==> config.mk <==
export PLATFORM = sky130hd
export DESIGN_NAME = sd_emmc_cmd_serial_flat
export DESIGN_NICKNAME = d
export VERILOG_FILES = /design/src/rtl/sd_emmc_cmd_serial_if.sv /design/src/rtl/sd_emmc_cmd_serial.sv /design/src/flat_wrapper.sv
export SDC_FILE = /design/constraint.sdc
export NUM_CORES = 1
export LEC_CHECK = 0
export ABC_AREA = 1
export BUFFER_PORTS_ARGS = -buffer_cell sky130_fd_sc_hd__buf_4
export CAP_MARGIN = 40
export CORE_UTILIZATION = 60
export CTS_CLUSTER_SIZE = 12
export DETAILED_ROUTE_END_ITERATION = 10
export PLACE_DENSITY_LB_ADDON = 0.12
export SKIP_CTS_REPAIR_TIMING = 1
export SYNTH_ARGS = -nofsm -noshare
export SYNTH_HDL_FRONTEND = slang
export SYNTH_SLANG_ARGS = --single-unit
==> constraint.sdc <==
create_clock -name sd_clk -period 19.3 [get_ports sd_clk]
set_input_delay 2.895 -clock sd_clk [delete_from_list [all_inputs] [get_ports sd_clk]]
set_output_delay 2.895 -clock sd_clk [all_outputs]
set_load 0.01 [all_outputs]
==> src/rtl/sd_emmc_cmd_serial_if.sv <==
// Command-layer <-> CMD serialiser bundle, including the pad-side CMD line signals.
// master: command controller / pad side; slave: sd_emmc_cmd_serial.
interface sd_emmc_cmd_serial_if;
  logic         start_i;
  logic [1:0]   setting_i;
  logic [39:0]  cmd_i;
  logic         go_idle_i;
  logic         cmd_dat_i;
  logic         cmd_out_o;
  logic         cmd_oe_o;
  logic [119:0] response_o;
  logic         crc_ok_o;
  logic         index_ok_o;
  logic         finish_o;

  modport master (
    output start_i, setting_i, cmd_i, go_idle_i, cmd_dat_i,
    input  cmd_out_o, cmd_oe_o, response_o, crc_ok_o, index_ok_o, finish_o
  );

  modport slave (
    input  start_i, setting_i, cmd_i, go_idle_i, cmd_dat_i,
    output cmd_out_o, cmd_oe_o, response_o, crc_ok_o, index_ok_o, finish_o
  );
endinterface

==> src/rtl/sd_emmc_cmd_serial.sv <==
// eMMC CMD-line serialiser: sends cmd+CRC7+end bit, optionally receives and checks an R1/R3 or R2 response.
// Optional SD_CMD_NCR_TIMEOUT_EN: bounds the response start-bit wait to NCR_MAX clocks.
module sd_emmc_cmd_serial #(
  parameter int unsigned NCC_CYCLES = 8,
  parameter int unsigned NCR_MAX    = 64
) (
  input  logic                    sd_clk,
  input  logic                    rst,
  sd_emmc_cmd_serial_if.slave     bus
);

  typedef enum logic [2:0] {IDLE, TX, NCC, TURN, WAIT_START, RX, FINISH} state_t;

  // cnt_q holds the current cycle number relative to the start_i cycle (TX/NCC/TURN/WAIT)
  // or the received bit number after the start bit (RX).
  localparam logic [7:0] NCC_LAST = 8'(47 + NCC_CYCLES);
  localparam logic [7:0] NCR_LAST = 8'(50 + NCR_MAX);

  if (NCC_CYCLES < 2 || NCC_CYCLES > 200 || NCR_MAX < 1 || NCR_MAX > 205) begin : g_bad_param
    $error("sd_emmc_cmd_serial: NCC_CYCLES/NCR_MAX out of range for 8-bit counter");
  end

  state_t         state_q, state_d;
  logic [7:0]     cnt_q, cnt_d;
  logic [39:0]    tx_sr_q, tx_sr_d;
  logic [5:0]     idx_q, idx_d;
  logic           expect_q, expect_d;
  logic           long_q, long_d;
  logic [6:0]     crc_q, crc_d;
  logic [126:0]   rx_sr_q, rx_sr_d;
  logic [127:0]   rx_sr_n;
  logic           cmd_out_q, cmd_out_d;
  logic           cmd_oe_q, cmd_oe_d;
  logic [119:0]   response_q, response_d;
  logic           crc_ok_q, crc_ok_d;
  logic           index_ok_q, index_ok_d;
  logic           finish_q, finish_d;

  function automatic logic [6:0] crc7_step(input logic [6:0] c, input logic b);
    logic fb;
    fb = c[6] ^ b;
    return {c[5:0], 1'b0} ^ (fb ? 7'h09 : 7'h00);
  endfunction

  always_comb begin
    state_d    = state_q;
    cnt_d      = cnt_q;
    tx_sr_d    = tx_sr_q;
    idx_d      = idx_q;
    expect_d   = expect_q;
    long_d     = long_q;
    crc_d      = crc_q;
    rx_sr_d    = rx_sr_q;
    cmd_out_d  = cmd_out_q;
    cmd_oe_d   = cmd_oe_q;
    response_d = response_q;
    crc_ok_d   = crc_ok_q;
    index_ok_d = index_ok_q;
    finish_d   = 1'b0;
    rx_sr_n    = {rx_sr_q, bus.cmd_dat_i};

    if (bus.go_idle_i) begin
      state_d   = IDLE;
      cnt_d     = '0;
      cmd_oe_d  = 1'b0;
      cmd_out_d = 1'b1;
    end else begin
      case (state_q)
        IDLE: begin
          cmd_oe_d  = 1'b0;
          cmd_out_d = 1'b1;
          if (bus.start_i) begin
            state_d   = TX;
            cnt_d     = 8'd1;
            tx_sr_d   = {bus.cmd_i[38:0], 1'b0};
            idx_d     = bus.cmd_i[37:32];
            expect_d  = bus.setting_i[0];
            long_d    = bus.setting_i[1];
            crc_d     = '0;
            cmd_out_d = bus.cmd_i[39];
            cmd_oe_d  = 1'b1;
          end
        end

        TX: begin
          cnt_d = cnt_q + 8'd1;
          // CRC absorbs each frame bit as it leaves, then shifts out MSB first
          if (cnt_q <= 8'd40) crc_d = crc7_step(crc_q, cmd_out_q);
          else                crc_d = {crc_q[5:0], 1'b0};
          if (cnt_q < 8'd40) begin
            cmd_out_d = tx_sr_q[39];
            tx_sr_d   = {tx_sr_q[38:0], 1'b0};
          end else if (cnt_q < 8'd47) begin
            cmd_out_d = crc_d[6];
          end else if (cnt_q == 8'd47) begin
            cmd_out_d = 1'b1;
          end else begin
            cmd_out_d = 1'b1;
            cmd_oe_d  = 1'b0;
            state_d   = expect_q ? TURN : NCC;
          end
        end

        NCC: begin
          cnt_d = cnt_q + 8'd1;
          if (cnt_q >= NCC_LAST) begin
            state_d    = FINISH;
            finish_d   = 1'b1;
            crc_ok_d   = 1'b1;
            index_ok_d = 1'b1;
          end
        end

        TURN: begin
          cnt_d = cnt_q + 8'd1;
          if (cnt_q >= 8'd50) state_d = WAIT_START;
        end

        WAIT_START: begin
          if (!bus.cmd_dat_i) begin
            state_d = RX;
            cnt_d   = 8'd1;
            crc_d   = '0;
            rx_sr_d = '0;
          end
`ifdef SD_CMD_NCR_TIMEOUT_EN
          else if (cnt_q >= NCR_LAST) begin
            state_d    = FINISH;
            finish_d   = 1'b1;
            crc_ok_d   = 1'b0;
            index_ok_d = 1'b0;
            response_d = '0;
          end else begin
            cnt_d = cnt_q + 8'd1;
          end
`else
          else begin
            cnt_d = NCR_LAST;
          end
`endif
        end

        RX: begin
          cnt_d   = cnt_q + 8'd1;
          rx_sr_d = rx_sr_n[126:0];
          // short: bits 46..8 (start bit already folded in as zero); long: bits 127..8
          if (long_q ? (cnt_q >= 8'd8 && cnt_q <= 8'd127) : (cnt_q <= 8'd39))
            crc_d = crc7_step(crc_q, bus.cmd_dat_i);
          if (cnt_q == (long_q ? 8'd135 : 8'd47)) begin
            state_d  = FINISH;
            finish_d = 1'b1;
            crc_ok_d = (crc_q == rx_sr_n[7:1]);
            if (long_q) begin
              response_d = rx_sr_n[127:8];
              index_ok_d = 1'b1;
            end else begin
              response_d = {rx_sr_n[39:8], 88'd0};
              index_ok_d = (rx_sr_n[45:40] == idx_q);
            end
          end
        end

        FINISH: begin
          state_d   = IDLE;
          cmd_oe_d  = 1'b0;
          cmd_out_d = 1'b1;
        end

        default: begin
          state_d   = IDLE;
          cmd_oe_d  = 1'b0;
          cmd_out_d = 1'b1;
        end
      endcase
    end
  end

  always_ff @(posedge sd_clk or posedge rst) begin
    if (rst) begin
      state_q    <= IDLE;
      cnt_q      <= '0;
      tx_sr_q    <= '0;
      idx_q      <= '0;
      expect_q   <= 1'b0;
      long_q     <= 1'b0;
      crc_q      <= '0;
      rx_sr_q    <= '0;
      cmd_out_q  <= 1'b1;
      cmd_oe_q   <= 1'b0;
      response_q <= '0;
      crc_ok_q   <= 1'b0;
      index_ok_q <= 1'b0;
      finish_q   <= 1'b0;
    end else begin
      state_q    <= state_d;
      cnt_q      <= cnt_d;
      tx_sr_q    <= tx_sr_d;
      idx_q      <= idx_d;
      expect_q   <= expect_d;
      long_q     <= long_d;
      crc_q      <= crc_d;
      rx_sr_q    <= rx_sr_d;
      cmd_out_q  <= cmd_out_d;
      cmd_oe_q   <= cmd_oe_d;
      response_q <= response_d;
      crc_ok_q   <= crc_ok_d;
      index_ok_q <= index_ok_d;
      finish_q   <= finish_d;
    end
  end

  assign bus.cmd_out_o  = cmd_out_q;
  assign bus.cmd_oe_o   = cmd_oe_q;
  assign bus.response_o = response_q;
  assign bus.crc_ok_o   = crc_ok_q;
  assign bus.index_ok_o = index_ok_q;
  assign bus.finish_o   = finish_q;

endmodule

==> src/flat_wrapper.sv <==
// flat-port wrapper written by rule: the top's interface ports become plain ports
module sd_emmc_cmd_serial_flat 
#(
  parameter int unsigned NCC_CYCLES = 8,
  parameter int unsigned NCR_MAX    = 64
)
  (sd_clk, rst, bus_start_i, bus_setting_i, bus_cmd_i, bus_go_idle_i, bus_cmd_dat_i, bus_cmd_out_o, bus_cmd_oe_o, bus_response_o, bus_crc_ok_o, bus_index_ok_o, bus_finish_o);
  sd_emmc_cmd_serial_if bus_i ();
  input  logic sd_clk;
  input  logic rst;
  input wire logic [$bits(bus_i.start_i)-1:0] bus_start_i;
  input wire logic [$bits(bus_i.setting_i)-1:0] bus_setting_i;
  input wire logic [$bits(bus_i.cmd_i)-1:0] bus_cmd_i;
  input wire logic [$bits(bus_i.go_idle_i)-1:0] bus_go_idle_i;
  input wire logic [$bits(bus_i.cmd_dat_i)-1:0] bus_cmd_dat_i;
  output wire logic [$bits(bus_i.cmd_out_o)-1:0] bus_cmd_out_o;
  output wire logic [$bits(bus_i.cmd_oe_o)-1:0] bus_cmd_oe_o;
  output wire logic [$bits(bus_i.response_o)-1:0] bus_response_o;
  output wire logic [$bits(bus_i.crc_ok_o)-1:0] bus_crc_ok_o;
  output wire logic [$bits(bus_i.index_ok_o)-1:0] bus_index_ok_o;
  output wire logic [$bits(bus_i.finish_o)-1:0] bus_finish_o;
  assign bus_i.start_i = bus_start_i;
  assign bus_i.setting_i = bus_setting_i;
  assign bus_i.cmd_i = bus_cmd_i;
  assign bus_i.go_idle_i = bus_go_idle_i;
  assign bus_i.cmd_dat_i = bus_cmd_dat_i;
  assign bus_cmd_out_o = bus_i.cmd_out_o;
  assign bus_cmd_oe_o = bus_i.cmd_oe_o;
  assign bus_response_o = bus_i.response_o;
  assign bus_crc_ok_o = bus_i.crc_ok_o;
  assign bus_index_ok_o = bus_i.index_ok_o;
  assign bus_finish_o = bus_i.finish_o;
  sd_emmc_cmd_serial #(.NCC_CYCLES(NCC_CYCLES), .NCR_MAX(NCR_MAX)) u_core (.sd_clk(sd_clk), .rst(rst), .bus(bus_i));
endmodule
==> results_dict.tcl <==
set metrics [dict create \
    power.density_nw_per_um2 127 \
    syn-num-nets 1767 \
    ys_seq_area_share_pct 56.1 \
    power.leakage_uw 0.00866 \
    core_um2 22800 \
    die_width_um 155 \
    start_util_pct 61.9 \
    critPathMaxFanout 111 \
    die_height_um 155 \
    status "completed" \
    reg2regPathDepth 8 \
    drtPass1Iterations 6 \
    worstSkewPairLatency_ns 0.50 \
    worst_r2r_endpoint "u_core.bus.response_o[107]" \
    crit_type "in2reg" \
    area_growth_pct 17.9 \
    drv_cap 0 \
    antenna_cells 0 \
    clock-sinks 317 \
    finalNetCount 1889 \
    synth.avg_cell_area_um2 8.23 \
    antenna_found_initial 0 \
    pwr-share-clk_pct 30.5 \
    synth_edf_count 0 \
    irDropWorstVdd_mv 0.0802 \
    synth.yosys.warnings 0 \
    grt-ovfl-total 0 \
    vias_per_cell 5.26 \
    antenna_left 0 \
    final_max_slew_viol_count 0 \
    power.total_uw 2120 \
    crit_start "bus_go_idle_i" \
    r2r_slack_ns 16.07 \
    num_vias 11435 \
    drtIter0Drc 780 \
    synth_seq_cells 317 \
    r2r_start "u_core.long_q" \
    rows 55 \
    clkTransAtPathRegs_ns 0.05 \
    combPwrFrac_pct 25.3 \
    postLayoutSetupSlackWorst_ns 14.21 \
    die_area_um2 24200 \
    io_buffers 171 \
    grt_pass1_wl_um 52500 \
    yosysUniqueCellTypes 39 \
    wl_per_cell_um 14.3 \
    clockBufferDepth 3 \
    slew_headroom_pct 45.0 \
    drc 0 \
    stdcell_count 2173 \
    synth_cells 1718 \
    setup_viol 0 \
    grt_pass1_vias 10784 \
    hp-class "reg2reg" \
    setup_tns_ns 0 \
    post-route-period-util_pct 26.4 \
    routed_wl_um 31100 \
    min_path_cells 2 \
    root_buffer "clkbuf_16" \
    fmax_ghz 0.197 \
    seqPwrFrac_pct 44.2 \
    synthArstFlopShare_pct 100 \
    min_to "u_core.bus.response_o[71]" \
    boundaryPins 172 \
    min_from "u_core.bus.response_o[71]" \
    rsz0062_at_grt "false" \
    intPower_uw 1410 \
    dp.cells 2116 \
    arrival_ns 5.51 \
    swShare_pct 33.5 \
    gp_congestion 0.883 \
    grt_use_total_pct 26.8 \
    finalHoldViolCount 0 \
    ys.flop_type "dfrtp_1" \
    grt_max_degree 116 \
    cp-start-kind "input port" \
    htreeDepth 2 \
    p_switching_uw 711 \
    clock_skew_ns 0.0156 \
    cp-end-kind "flip-flop" \
    fin_crit_ns 5.09 \
    synth_area_um2 14100 \
    cts_tree "built" \
    cts_buffers 35 \
    tightest_slew_ns 0.826 \
    required_ns 19.73 \
    dp_slack_ns 13.69 \
    drive_gt1_share_pct 15.0 \
    dpl.hpwl_um 19900 \
]
[placed cells by master, fill, tap and decap left out, drive strengths merged]
cell	n
nor2	112
xnor2	9
inv	188
dfrtp	316
clkbuf	52
buf	186
o21a	1
o211ai	1
xor2	3
o21ai	285
o32ai	1
or2	1
dfstp	1
nand3	142
ha	2
a21oi	7
a211oi	1
nor3	4
nand3b	1
o31ai	1
a21boi	1
nand4	7
nand2	526
clkinv	3
bufinv	2
o22ai	7
[cell type report]
cell class / instances / area (um^2)
repair buffers: 186 / 1480
fillers: 1831 / 6190
clock buffers: 52 / 1030
inverters: 188 / 722
multi-input cells: 1112 / 5010
flip-flops and latches: 317 / 7940
clock inverters: 5 / 82.6
well taps: 313 / 392
[kinds of logic (layout without fill, tap and decap cells)]
kind of cell	Yosys count	after routing	synth area share (%)
fa+ha+maj	2	2	0.177
simple gates	793	793	22.9
xor+xnor	12	12	0.744
flops	317	317	56.1
buf+inv	289	431	8.39
compound gates	305	305	11.6
[cell usage after synthesis (2+ instances only)]
library cell,n,area (um^2)
nand4_1,7,43.8
a21oi_1,6,30.0
dfrtp_1,316,7910
o21ai_2,20,175
inv_2,9,33.8
buf_6,4,45.0
o22ai_1,7,43.8
nand2_1,524,1970
nand3_1,139,696
clkbuf_1,36,135
nand3_2,3,30.0
xnor2_1,9,78.8
o21ai_1,49,245
buf_1,11,41.3
buf_2,47,235
ha_1,2,25.0
nor3_1,4,20.0
inv_1,178,668
o21ai_0,216,1080
nor2_4,2,22.5
xor2_1,3,26.3
nor2_1,109,409
[per-stage QoR]
stage,util (%),hold WS (ns),area (um^2)
5_1_grt,72.9,0.489,16700
3_3_place_gp,67.5,0.455,15400
3_5_place_dp,68.0,0.460,15500
4_1_cts,72.9,0.473,16700
2_1_floorplan,-,0.442,14100
6_report,72.9,0.468,16700
[power groups by stage]
stage          combinational, uW  clock [uW]  sequential (uW)
2_1_floorplan                449           0              908
3_3_place_gp                 507           0              940
3_5_place_dp                 530           0              946
4_1_cts                      539         656              936
5_1_grt                      624         681              956
6_report                     536         647              938
[critical path, cell delays in order]
cell     delay, ns
buf_4         0.14
nor2_1        0.17
nand3_2       0.51
inv_6         0.70
buf_4         0.51
buf_12        0.31
nand2_1       0.11
o21ai_1       0.09
[worst max path at each step]
stage	slack, ns	end	depth (start not counted)
finish	14.21	u_core.rx_sr_q[33]	8
detailed placement	13.69	u_core.rx_sr_q[110]	8
global placement	13.69	u_core.rx_sr_q[22]	6
CTS	14.21	u_core.rx_sr_q[110]	8
global route	13.89	u_core.rx_sr_q[116]	8
floorplan	7.64	u_core.bus.cmd_oe_o	1
[registers in the layout (all words and copies together) (netlist names), 3 cells and up]
signal / flops
u_core.cnt_q: 8
u_core.rx_sr_q: 127
u_core.tx_sr_q: 39
u_core.state_q: 3
u_core.bus.response_o: 120
u_core.idx_q: 6
u_core.crc_q: 7
[per-layer routing]
layer	track usage (%)	wire, um	up-vias
li1	-	-	5674
met1	38.2	14300	5392
met2	43.2	14500	314
met3	3.98	1630	55
met4	7.19	656	0
met5	0	0	-
Power figures use the tool's default switching activity.
